### config.mk
export PLATFORM = sky130hd
export DESIGN_NAME = mul_div_unit_flat
export DESIGN_NICKNAME = d
export VERILOG_FILES = /design/src/rtl/mul_div_unit_if.sv /design/src/rtl/mul_div_unit.sv /design/src/flat_wrapper.sv
export SDC_FILE = /design/constraint.sdc
export NUM_CORES = 1
export LEC_CHECK = 0
export BUFFER_PORTS_ARGS = -buffer_cell sky130_fd_sc_hd__buf_4
export CELL_PAD_IN_SITES_DETAIL_PLACEMENT = 0
export CELL_PAD_IN_SITES_GLOBAL_PLACEMENT = 1
export CORE_MARGIN = 1
export CORE_UTILIZATION = 35
export CTS_CLUSTER_DIAMETER = 100
export DETAILED_ROUTE_END_ITERATION = 6
export PLACE_DENSITY_LB_ADDON = 0.1
export RECOVER_POWER = 25
export SLEW_MARGIN = 10
export SYNTH_ARGS = -nofsm -noshare
export SYNTH_HDL_FRONTEND = slang
export SYNTH_SLANG_ARGS = --single-unit
### constraint.sdc
create_clock -name clk -period 9.77 [get_ports clk]
set_input_delay 0.977 -clock clk [delete_from_list [all_inputs] [get_ports clk]]
set_output_delay 0.977 -clock clk [all_outputs]
set_load 0.01 [all_outputs]
### src/rtl/mul_div_unit_if.sv
// Request/result bundle for mul_div_unit: operands and mode in, results and status out.
// Vectors are MSB-first ([0:WIDTH-1], bit 0 is the MSB).
interface mul_div_unit_if #(
    parameter int WIDTH = 32
);
    logic             Start;
    logic             Signed;
    logic             Op;
    logic [0:WIDTH-1] A;
    logic [0:WIDTH-1] B;
    logic [0:WIDTH-1] Lo;
    logic [0:WIDTH-1] Hi;
    logic             Ready;
    logic             Busy;
    logic             DivZero;

    modport master (
        output Start, Signed, Op, A, B,
        input  Lo, Hi, Ready, Busy, DivZero
    );

    modport slave (
        input  Start, Signed, Op, A, B,
        output Lo, Hi, Ready, Busy, DivZero
    );
endinterface

### src/rtl/mul_div_unit.sv
// Iterative radix-2 multiplier/divider: one bit per cycle on operand magnitudes, sign fix at the end.
// Define MUL_DIV_UNIT_DIVIDE_EN to build the divide path; otherwise every operation is a multiply.
module mul_div_unit #(
    parameter int WIDTH = 32
) (
    input  logic          clk,
    input  logic          rst,
    mul_div_unit_if.slave bus
);
    localparam int CNT_W = $clog2(WIDTH);
    localparam logic [CNT_W-1:0] LAST_ITER = CNT_W'(WIDTH - 1);

    typedef enum logic [1:0] {IDLE, CALC, FIX} state_e;

    state_e               state_q, state_d;
    logic [CNT_W-1:0]     cnt_q, cnt_d;
    // Mul: {partial product, multiplier}; div: {remainder, dividend/quotient}.
    logic [2*WIDTH-1:0]   acc_q, acc_d;
    logic [WIDTH-1:0]     opb_q, opb_d;
    logic                 a_neg_q, a_neg_d;
    logic                 b_neg_q, b_neg_d;
    logic [WIDTH-1:0]     lo_q, lo_d;
    logic [WIDTH-1:0]     hi_q, hi_d;
    logic                 ready_q, ready_d;

    logic [WIDTH-1:0]     a_in, b_in, a_mag, b_mag;
    logic                 a_sign, b_sign;
    logic [WIDTH:0]       mul_sum;
    logic [2*WIDTH-1:0]   mul_next;
    logic [2*WIDTH-1:0]   mul_res;

`ifdef MUL_DIV_UNIT_DIVIDE_EN
    logic                 op_div_q, op_div_d;
    logic                 div_zero_q, div_zero_d;
    logic [WIDTH:0]       div_trial;
    logic [2*WIDTH-1:0]   div_next;
    logic [WIDTH-1:0]     quo, rem;
    logic                 b_zero;
`else
    logic                 unused_op;
    assign unused_op = bus.Op;
`endif

    // Ascending-range ports copy into descending vectors MSB to MSB, so values are preserved.
    assign a_in   = bus.A;
    assign b_in   = bus.B;
    assign a_sign = bus.Signed & a_in[WIDTH-1];
    assign b_sign = bus.Signed & b_in[WIDTH-1];
    assign a_mag  = a_sign ? -a_in : a_in;
    assign b_mag  = b_sign ? -b_in : b_in;

    // Shift-add: conditionally add the multiplicand into the upper half, then shift right.
    assign mul_sum  = {1'b0, acc_q[2*WIDTH-1:WIDTH]} + {1'b0, (acc_q[0] ? opb_q : {WIDTH{1'b0}})};
    assign mul_next = {mul_sum, acc_q[WIDTH-1:1]};
    assign mul_res  = (a_neg_q ^ b_neg_q) ? -acc_q : acc_q;

`ifdef MUL_DIV_UNIT_DIVIDE_EN
    // Restoring step: keep the subtraction only when it does not borrow.
    assign div_trial = {acc_q[2*WIDTH-1:WIDTH], acc_q[WIDTH-1]} - {1'b0, opb_q};
    assign div_next  = div_trial[WIDTH] ? {acc_q[2*WIDTH-2:0], 1'b0}
                                        : {div_trial[WIDTH-1:0], acc_q[WIDTH-2:0], 1'b1};
    assign quo    = acc_q[WIDTH-1:0];
    assign rem    = acc_q[2*WIDTH-1:WIDTH];
    assign b_zero = (opb_q == '0);
`endif

    always_comb begin
        // NOTE: every variable gets a default before the case so no path can infer a latch.
        state_d = state_q;
        cnt_d   = cnt_q;
        acc_d   = acc_q;
        opb_d   = opb_q;
        a_neg_d = a_neg_q;
        b_neg_d = b_neg_q;
        lo_d    = lo_q;
        hi_d    = hi_q;
        ready_d = ready_q;
`ifdef MUL_DIV_UNIT_DIVIDE_EN
        op_div_d   = op_div_q;
        div_zero_d = div_zero_q;
`endif
        unique case (state_q)
            IDLE: begin
                if (bus.Start) begin
                    acc_d   = {{WIDTH{1'b0}}, a_mag};
                    opb_d   = b_mag;
                    a_neg_d = a_sign;
                    b_neg_d = b_sign;
                    cnt_d   = '0;
                    ready_d = 1'b0;
                    state_d = CALC;
`ifdef MUL_DIV_UNIT_DIVIDE_EN
                    op_div_d = bus.Op;
`endif
                end
            end
            CALC: begin
`ifdef MUL_DIV_UNIT_DIVIDE_EN
                acc_d = op_div_q ? div_next : mul_next;
`else
                acc_d = mul_next;
`endif
                cnt_d = cnt_q + 1'b1;
                if (cnt_q == LAST_ITER) begin
                    cnt_d   = '0;
                    state_d = FIX;
                end
            end
            FIX: begin
                {hi_d, lo_d} = mul_res;
`ifdef MUL_DIV_UNIT_DIVIDE_EN
                div_zero_d = 1'b0;
                if (op_div_q) begin
                    // Remainder follows the dividend sign, which also returns A untouched on B == 0.
                    hi_d       = a_neg_q ? -rem : rem;
                    lo_d       = b_zero ? {WIDTH{1'b1}} : ((a_neg_q ^ b_neg_q) ? -quo : quo);
                    div_zero_d = b_zero;
                end
`endif
                ready_d = 1'b1;
                state_d = IDLE;
            end
            default: state_d = IDLE;
        endcase
    end

    // NOTE: sequential state uses non-blocking assignments only; datapath registers are reset too.
    always_ff @(posedge clk or posedge rst) begin
        if (rst) begin
            state_q <= IDLE;
            cnt_q   <= '0;
            acc_q   <= '0;
            opb_q   <= '0;
            a_neg_q <= 1'b0;
            b_neg_q <= 1'b0;
            lo_q    <= '0;
            hi_q    <= '0;
            ready_q <= 1'b0;
`ifdef MUL_DIV_UNIT_DIVIDE_EN
            op_div_q   <= 1'b0;
            div_zero_q <= 1'b0;
`endif
        end else begin
            state_q <= state_d;
            cnt_q   <= cnt_d;
            acc_q   <= acc_d;
            opb_q   <= opb_d;
            a_neg_q <= a_neg_d;
            b_neg_q <= b_neg_d;
            lo_q    <= lo_d;
            hi_q    <= hi_d;
            ready_q <= ready_d;
`ifdef MUL_DIV_UNIT_DIVIDE_EN
            op_div_q   <= op_div_d;
            div_zero_q <= div_zero_d;
`endif
        end
    end

    assign bus.Lo    = lo_q;
    assign bus.Hi    = hi_q;
    assign bus.Ready = ready_q;
    assign bus.Busy  = (state_q != IDLE);
`ifdef MUL_DIV_UNIT_DIVIDE_EN
    assign bus.DivZero = div_zero_q;
`else
    assign bus.DivZero = 1'b0;
`endif
endmodule

### src/flat_wrapper.sv
// flat-port wrapper written by rule: the top's interface ports become plain ports
module mul_div_unit_flat 
#(
    parameter int WIDTH = 32
)
  (clk, rst, bus_Start, bus_Signed, bus_Op, bus_A, bus_B, bus_Lo, bus_Hi, bus_Ready, bus_Busy, bus_DivZero);
  mul_div_unit_if #(.WIDTH(WIDTH)) bus_i ();
  input  logic clk;
  input  logic rst;
  input wire logic [$bits(bus_i.Start)-1:0] bus_Start;
  input wire logic [$bits(bus_i.Signed)-1:0] bus_Signed;
  input wire logic [$bits(bus_i.Op)-1:0] bus_Op;
  input wire logic [$bits(bus_i.A)-1:0] bus_A;
  input wire logic [$bits(bus_i.B)-1:0] bus_B;
  output wire logic [$bits(bus_i.Lo)-1:0] bus_Lo;
  output wire logic [$bits(bus_i.Hi)-1:0] bus_Hi;
  output wire logic [$bits(bus_i.Ready)-1:0] bus_Ready;
  output wire logic [$bits(bus_i.Busy)-1:0] bus_Busy;
  output wire logic [$bits(bus_i.DivZero)-1:0] bus_DivZero;
  assign bus_i.Start = bus_Start;
  assign bus_i.Signed = bus_Signed;
  assign bus_i.Op = bus_Op;
  assign bus_i.A = bus_A;
  assign bus_i.B = bus_B;
  assign bus_Lo = bus_i.Lo;
  assign bus_Hi = bus_i.Hi;
  assign bus_Ready = bus_i.Ready;
  assign bus_Busy = bus_i.Busy;
  assign bus_DivZero = bus_i.DivZero;
  mul_div_unit #(.WIDTH(WIDTH)) u_core (.clk(clk), .rst(rst), .bus(bus_i));
endmodule
==> results of run 1 <==
-- cell usage in the layout, fill, tap and decap left out, types with 7 or more instances in the layout --
| master | Yosys | layout |
|---|---|---|
| nand4_1 | 12 | 12 |
| buf_4 | 1 | 141 |
| ha_1 | 37 | 37 |
| nand2_1 | 185 | 185 |
| clkbuf_16 | 0 | 17 |
| o21bai_1 | 7 | 7 |
| nor2_1 | 79 | 79 |
| inv_1 | 20 | 19 |
| a21o_1 | 12 | 12 |
| or3_1 | 14 | 14 |
| a22oi_1 | 33 | 33 |
| and3_1 | 8 | 8 |
| a31oi_1 | 16 | 16 |
| nand3_1 | 22 | 22 |
| and2_1 | 39 | 38 |
| nor3_1 | 27 | 27 |
| xnor2_1 | 73 | 72 |
| o41ai_1 | 13 | 13 |
| nor4_1 | 17 | 17 |
| nand2b_1 | 10 | 9 |
| dfrtp_1 | 170 | 170 |
| o21ai_0 | 192 | 192 |
| a21oi_1 | 76 | 76 |
| xor2_1 | 68 | 67 |
| o31ai_1 | 18 | 18 |
-- where the power goes --
group | leakage (uW) | internal [uW] | switching (uW)
registers | 0.00221 | 941 | 331
clock network | 0.000280 | 361 | 327
logic | 0.00307 | 811 | 1080
total | 0.00556 | 2110 | 1740
-- registers in the layout (all words and copies together) (netlist names), 2 cells and up --
name / flops
u_core.cnt_q: 5
u_core.bus.Hi: 32
u_core.opb_q: 32
u_core.state_q: 2
u_core.bus.Lo: 32
u_core.acc_q: 64
-- cell families (layout without fill, tap and decap cells) --
logic type / count (synthesis) / after routing / share of synthesized area (%)
buf+inv: 94 / 195 / 3.257
other cells: 1 / 1 / 0.03413
flops: 170 / 170 / 38.72
xor+xnor: 141 / 141 / 11.24
fa+ha+maj: 38 / 38 / 4.396
compound gates: 412 / 412 / 22.34
mux: 4 / 4 / 0.3644
simple gates: 446 / 446 / 19.64
-- critical path, stage by stage --
cell and delay, ns:
clkbuf_4 0.11, clkinvlp_2 1.63, clkbuf_1 1.76
-- final timing paths --
| check | slack (ns) | start | cells after the start | endpoint |
|---|---|---|---|---|
| worst max-delay path | 5.27 | rst | 3 | u_core.acc_q[44]$_DFFE_PP0P_ |
| worst min-delay path | 0.47 | u_core.opb_q[14]$_DFFE_PP0P_ | 2 | u_core.opb_q[14]$_DFFE_PP0P_ |
| worst max register to register | 5.97 | u_core.acc_q[0]$_DFFE_PP0P_ | 9 | u_core.acc_q[55]$_DFFE_PP0P_ |
| worst min register to register | 0.47 | u_core.opb_q[14]$_DFFE_PP0P_ | 2 | u_core.opb_q[14]$_DFFE_PP0P_ |
| max in group clk | 5.97 | u_core.acc_q[0]$_DFFE_PP0P_ | 9 | u_core.acc_q[55]$_DFFE_PP0P_ |
| min in group asynchronous | 1.37 | rst | 2 | u_core.bus.Lo[17]$_DFFE_PP0P_ |
-- stage by stage --
step / total power, uW / std cells
floorplan: 2611 / 1306
global placement: 3151 / 1771
detailed placement: 3170 / 1771
CTS: 3875 / 1803
global route: 4197 / 1803
finish: 3850 / 1803
-- routing by layer --
metal	routed length [um]	share of wire, %
met5	0	0
met4	398	1.3
met3	982	3.2
met2	12780	41
met1	16820	54
-- layout make-up --
| cell class | count | area [sq um] |
|---|---|---|
| fill | 3166 | 17850 |
| multi-input combinational | 1042 | 6416 |
| sequential | 170 | 4254 |
| timing repair buffer | 143 | 1070 |
| tap | 396 | 495.5 |
| clock buffer | 17 | 425.4 |
| clock inverter | 15 | 161.4 |
| inverter | 20 | 76.32 |
-- synth_stat cells, types with 4 or more instances --
cell type / count
ha_1: 37
nand2_1: 185
xnor2_1: 73
nand4_1: 12
o21ai_0: 192
o31a_1: 4
dfrtp_1: 170
o31ai_1: 18
or4_1: 6
a31oi_1: 16
o21a_1: 5
clkbuf_1: 70
nor2_1: 79
o21bai_1: 7
and3_1: 8
or3_1: 14
nor4_1: 17
nand3_1: 22
o21ai_1: 5
nor3_1: 27
nand2b_1: 10
nor2b_1: 5
mux2i_1: 4
a21boi_0: 4
o41ai_1: 13
xor2_1: 68
inv_1: 20
a21oi_1: 76
and2_1: 39
a22oi_1: 33
a21o_1: 12
==> metrics.txt, run 1 <==
Clock Sinks=170; Die Y-Extent=179.2 um; clock buffer count from CTS=17; core box area=0.03075 sq mm; Area after DPL=0.01232 sq mm; Final Slew Violations=110; n_diodes=0; crit path capture type=async pin; asr flop ratio synth=100.0%; final worst hold slack=0.4741 ns; I/O Pins=136; met1 Use GR=31.08%; layout net count=1501; global route total overflow=0; Hold Crit Class=reg2reg; # setup viols final=0; initial core utilization=35.73%; largest net degree at the start of global routing=132; outcome=finished, violations left; antenna violations before repair=1; number of hold buffers added after cts=0; total number of vias=9456; power density cells=298.5 mW/mm^2; Tot GR Track Use=19.93%; worst-margin pin slew=2.907 ns; clk_lat worst skew=0.44 ns; Crit Path Class=in2async; Remaining DRCs=31; CP Launch Type=input port; Final Worst Setup Slack=5.275 ns; Final Hold Viols=0; most area-consuming cells after synthesis=dfrtp_1 39%, o21ai_0 8.7%, nand2_1 6.3%; top_reg_cell synth=dfrtp_1; final instance area=0.01290 sq mm; Critical Path Fanout Max=67; Final Core Density=41.95%; Max H-tree Level=4; Worst Clk Skew=0.01357 ns; first-pass GRT wire length=49740 um; Post-synth EDFFs=0; fin crit period=4.495 ns; syn_nets=1413; IR Drop Worst-Case VDD=0.0001447 V; worst slack at placement=5.961 ns; Area growth, synth to finish=17.40%; synth unique cells=68; setup bufs post-CTS=0; fmax=222.4 MHz; TritonCTS clock tree=yes; PortBufs=133; initial DRC count=584; top cell type's share of synthesized area=38.72%; wirelength, routed=30980 um; share of cells above drive strength 1=13.65%; post-synthesis cell area=0.01099 sq mm; Max-cap violations=2; drt via density=5.245; met3 Track Usage GR=2.226%; Row Count=64; Seq cells post-synth=170; Critical Path RT=9.83 ns; met2 usage=28.60%; number of global-route vias before repair=8927; Mapped Cells=1306; Seq/Total Area, Yosys=38.72%; Clock Tree Buf Depth=2; Worst-path clk slew=0.07 ns; Lkg Pwr=0.005559 uW; busiest grt layer=met1; warnings from Yosys=0; fin crit share=46.01%; failing checks=design-rule violations, max-capacitance violations, max-slew violations; DIE AREA=0.03210 sq mm; RSZ-0062 raised after global routing=false; Critical Path AT=4.55 ns; Post-DP HPWL=23090 um; Slew HR=-94.89%; setup TNS=0 ns; GPL Wtd Cong=0.8510; post-synthesis average cell area=8.413 sq um; Routed WL per cell=17.18 um; clk root buf=clkbuf_16; post-route ant nets=0; largest area contributor in the netlist=dfrtp_1; # resized after CTS=0; 1st-pass router iterations=7; Die X=179.2 um
Note: power is estimated with default switching activity, not from simulation.
==> inputs of run 2 (changes only) <==
Clock period 9.77 ns to 4.1 ns, I/O delays scaled along.
==> run 2 against run 1 <==
The run still ends with design-rule violations, max-capacitance violations, max-slew violations left. Sequential power up 140%. Die area unchanged. Clock power up 140%. Final cell count up 0.28%. Setup slack worse by 4.6 ns. Register-to-register slack worse by 5.3 ns. Total power up 140%. Critical path depth up 8. Combinational power up 140%. Critical path type is now reg2reg. Critical endpoint is now u_core.acc_q[55]$_DFFE_PP0P_. Largest cell class unchanged. Largest power group unchanged. Highest routed layer unchanged.
==> metrics.txt, run 2 (synthesis gave the netlist of run 1 again) <==
outcome=finished, violations left (unchanged); failing checks=design-rule violations, max-capacitance violations, max-slew violations (unchanged); CP startpoint=u_core.acc_q[0]$_DFFE_PP0P_ (was rst); IR Drop Worst-Case VDD=0.0003744 V (was 0.0001447 V); CP Launch Type=register (was input port); Max H-tree Level=4 (unchanged); setup bufs post-CTS=0 (unchanged); Max-cap violations=2 (unchanged); post-route ant nets=0 (unchanged); WP buf/inv=1 (was 3); Clock Tree Buf Depth=2 (unchanged); critical-path cell list=and2_1 -> ha_1 -> inv_1 -> fa_1 -> nor2b_1 -> o2111ai_1 -> a211oi_1 -> o41ai_1 -> o21ai_0 -> a221o_1 -> a221o_1 (was clkbuf_4 -> clkinvlp_2 -> clkbuf_1); Die Y-Extent=179.2 um (unchanged); Clock Sinks=170 (unchanged); Crit path depth=11 (was 3); Critical Path Fanout Max=8 (was 67); clk_lat worst skew=0.44 ns (about the same); largest net degree at the start of global routing=82 (was 132); Row Count=64 (unchanged); power density cells=712.4 mW/mm^2 (was 298.5 mW/mm^2); crit-path most repeated cell=a221o_1; combined flip-flop and latch cell area=0.004254 sq mm (unchanged); commonest cells after routing, fill and taps aside=192 x o21ai_0, 185 x nand2_1, 170 x dfrtp_1, 144 x buf_4, 79 x nor2_1 (was 192 x o21ai_0, 185 x nand2_1, 170 x dfrtp_1, 141 x buf_4, 79 x nor2_1); first-pass GRT wire length=49690 um (was 49740 um); RR Startpoint=u_core.acc_q[0]$_DFFE_PP0P_ (unchanged); Worst-path clk slew=0.07 ns (about the same); initial DRC count=502 (was 584); 1st-pass router iterations=7 (unchanged); PortBufs=133 (unchanged); Slew HR=-38.43% (was -94.89%); Remaining DRCs=18 (was 31); drt via density=5.226 (was 5.245); GPL Wtd Cong=0.8382 (was 0.8510); TritonCTS clock tree=yes (unchanged); fmax=295.7 MHz; hold_sp=bus_A[31] (was u_core.opb_q[14]$_DFFE_PP0P_); worst-margin pin slew=2.076 ns (was 2.907 ns); worst hold stages=3 (was 2); Post-DP HPWL=23470 um (was 23090 um); Tot GR Track Use=19.97% (was 19.93%); Critical Path AT=3.70 ns (was 4.55 ns); DIE AREA=0.03210 sq mm (unchanged); clock buffer count from CTS=17 (unchanged); number of global-route vias before repair=8976 (was 8927); wirelength, routed=31010 um (was 30980 um); core box area=0.03075 sq mm (unchanged); max reg flops=64 (unchanged); Largest delay share family, worst path=compound AO/OA/AOI/OAI gates (was buffers and inverters); final std cells w/o fill=1808 (was 1803); initial core utilization=35.73% (unchanged); n_diodes=0 (unchanged); clk root buf=clkbuf_16 (unchanged); share of cells above drive strength 1=13.88% (was 13.65%); Die X=179.2 um (unchanged); R2R depth=11 (was 9); crit path capture type=register (was async pin); Lkg Pwr=0.005599 uW (was 0.005559 uW); # setup viols final=0 (unchanged); DP Cell Count=1776 (was 1771); largest register by flop count=u_core.acc_q (unchanged); area of the multi-input gates=0.006416 sq mm (unchanged); final worst hold slack=0.2251 ns (was 0.4741 ns); Hold Crit Class=in2reg (was reg2reg); fin crit share=82.49%; RSZ-0062 raised after global routing=false (unchanged); Fill cells=3191 (was 3166); Critical Path RT=4.42 ns (was 9.83 ns); Largest stage delay, worst path=0.74 ns (was 1.76 ns); Final Slew Violations=163 (was 110); antenna violations before repair=1 (unchanged); Area growth, synth to finish=17.86% (was 17.40%); Final Hold Viols=0 (unchanged); Routed WL per cell=17.15 um (was 17.18 um); I/O Pins=136 (unchanged); commonest non-fill, non-tap cell in the layout=o21ai_0 (unchanged); fin crit period=3.382 ns; Worst Clk Skew=0.01137 ns (was 0.01357 ns); layout net count=1507 (was 1501); global route total overflow=0 (unchanged); Crit Path Class=reg2reg (was in2async); total number of vias=9448 (was 9456); CP max stage cell=o41ai_1 (was clkbuf_1); setup TNS=0 ns (unchanged)
run 2: layout make-up:
| type | instances | share of cell area (%) |
|---|---|---|
| Clock buffer | 18 | 3.392 |
| Sequential cell | 170 | 32.85 |
| Clock inverter | 13 | 1.198 |
| Timing Repair Buffer | 149 | 8.590 |
| Inverter | 20 | 0.5894 |
| Multi-Input combinational cell | 1042 | 49.55 |
| Tap cell | 396 | 3.826 |
run 2: power breakdown:
part | total (uW) | switching [uW] | internal [uW]
Clock | 1680 | 752 | 931
Sequential | 3000 | 756 | 2240
Combinational | 4540 | 2590 | 1960
run 2: worst paths after layout:
| path | to | slack, ns |
|---|---|---|
| worst max-delay path | u_core.acc_q[55]$_DFFE_PP0P_ | 0.72 |
| min in group asynchronous | u_core.bus.Lo[18]$_DFFE_PP0P_ | 0.52 |
| worst min register to register | u_core.opb_q[7]$_DFFE_PP0P_ | 0.47 |
| max in group asynchronous | u_core.acc_q[47]$_DFFE_PP0P_ | 1.23 |
| worst max register to register | u_core.acc_q[55]$_DFFE_PP0P_ | 0.72 |
| worst min-delay path | u_core.acc_q[31]$_DFFE_PP0P_ | 0.23 |
run 2: repair_timing:
item	CTS	global route
gates resized for setup	0	0
hold endpoints to repair	9	0
hold buffers	1	0
run 2: metrics by stage:
stage	power [uW]	setup slack (ns)	area (sq um)	utilization, %
floorplan	6221	1.172	10990	-
global placement	7546	0.7667	12380	40.26
detailed placement	7596	0.7508	12380	40.26
CTS	9305	0.7304	12990	42.23
global route	10050	0.5025	12950	42.11
finish	9224	0.7177	12950	42.11
run 2: routing by layer:
layer | global-route usage [%] | wire length [um] | vias to the layer above
met5 | 0 | 0 | -
met4 | 4.622 | 363 | 0
met3 | 2.460 | 1195 | 21
met2 | 28.83 | 12740 | 195
met1 | 31.10 | 16710 | 4387
li1 | - | - | 4845
run 2: worst reg2reg max path, stage by stage, from the launching register on:
cell	delay, ns
dfrtp_1	0.50
and2_1	0.20
ha_1	0.19
inv_1	0.07
fa_1	0.20
nor2b_1	0.07
o2111ai_1	0.29
a211oi_1	0.16
o41ai_1	0.74
o21ai_0	0.21
a221o_1	0.35
a221o_1	0.29
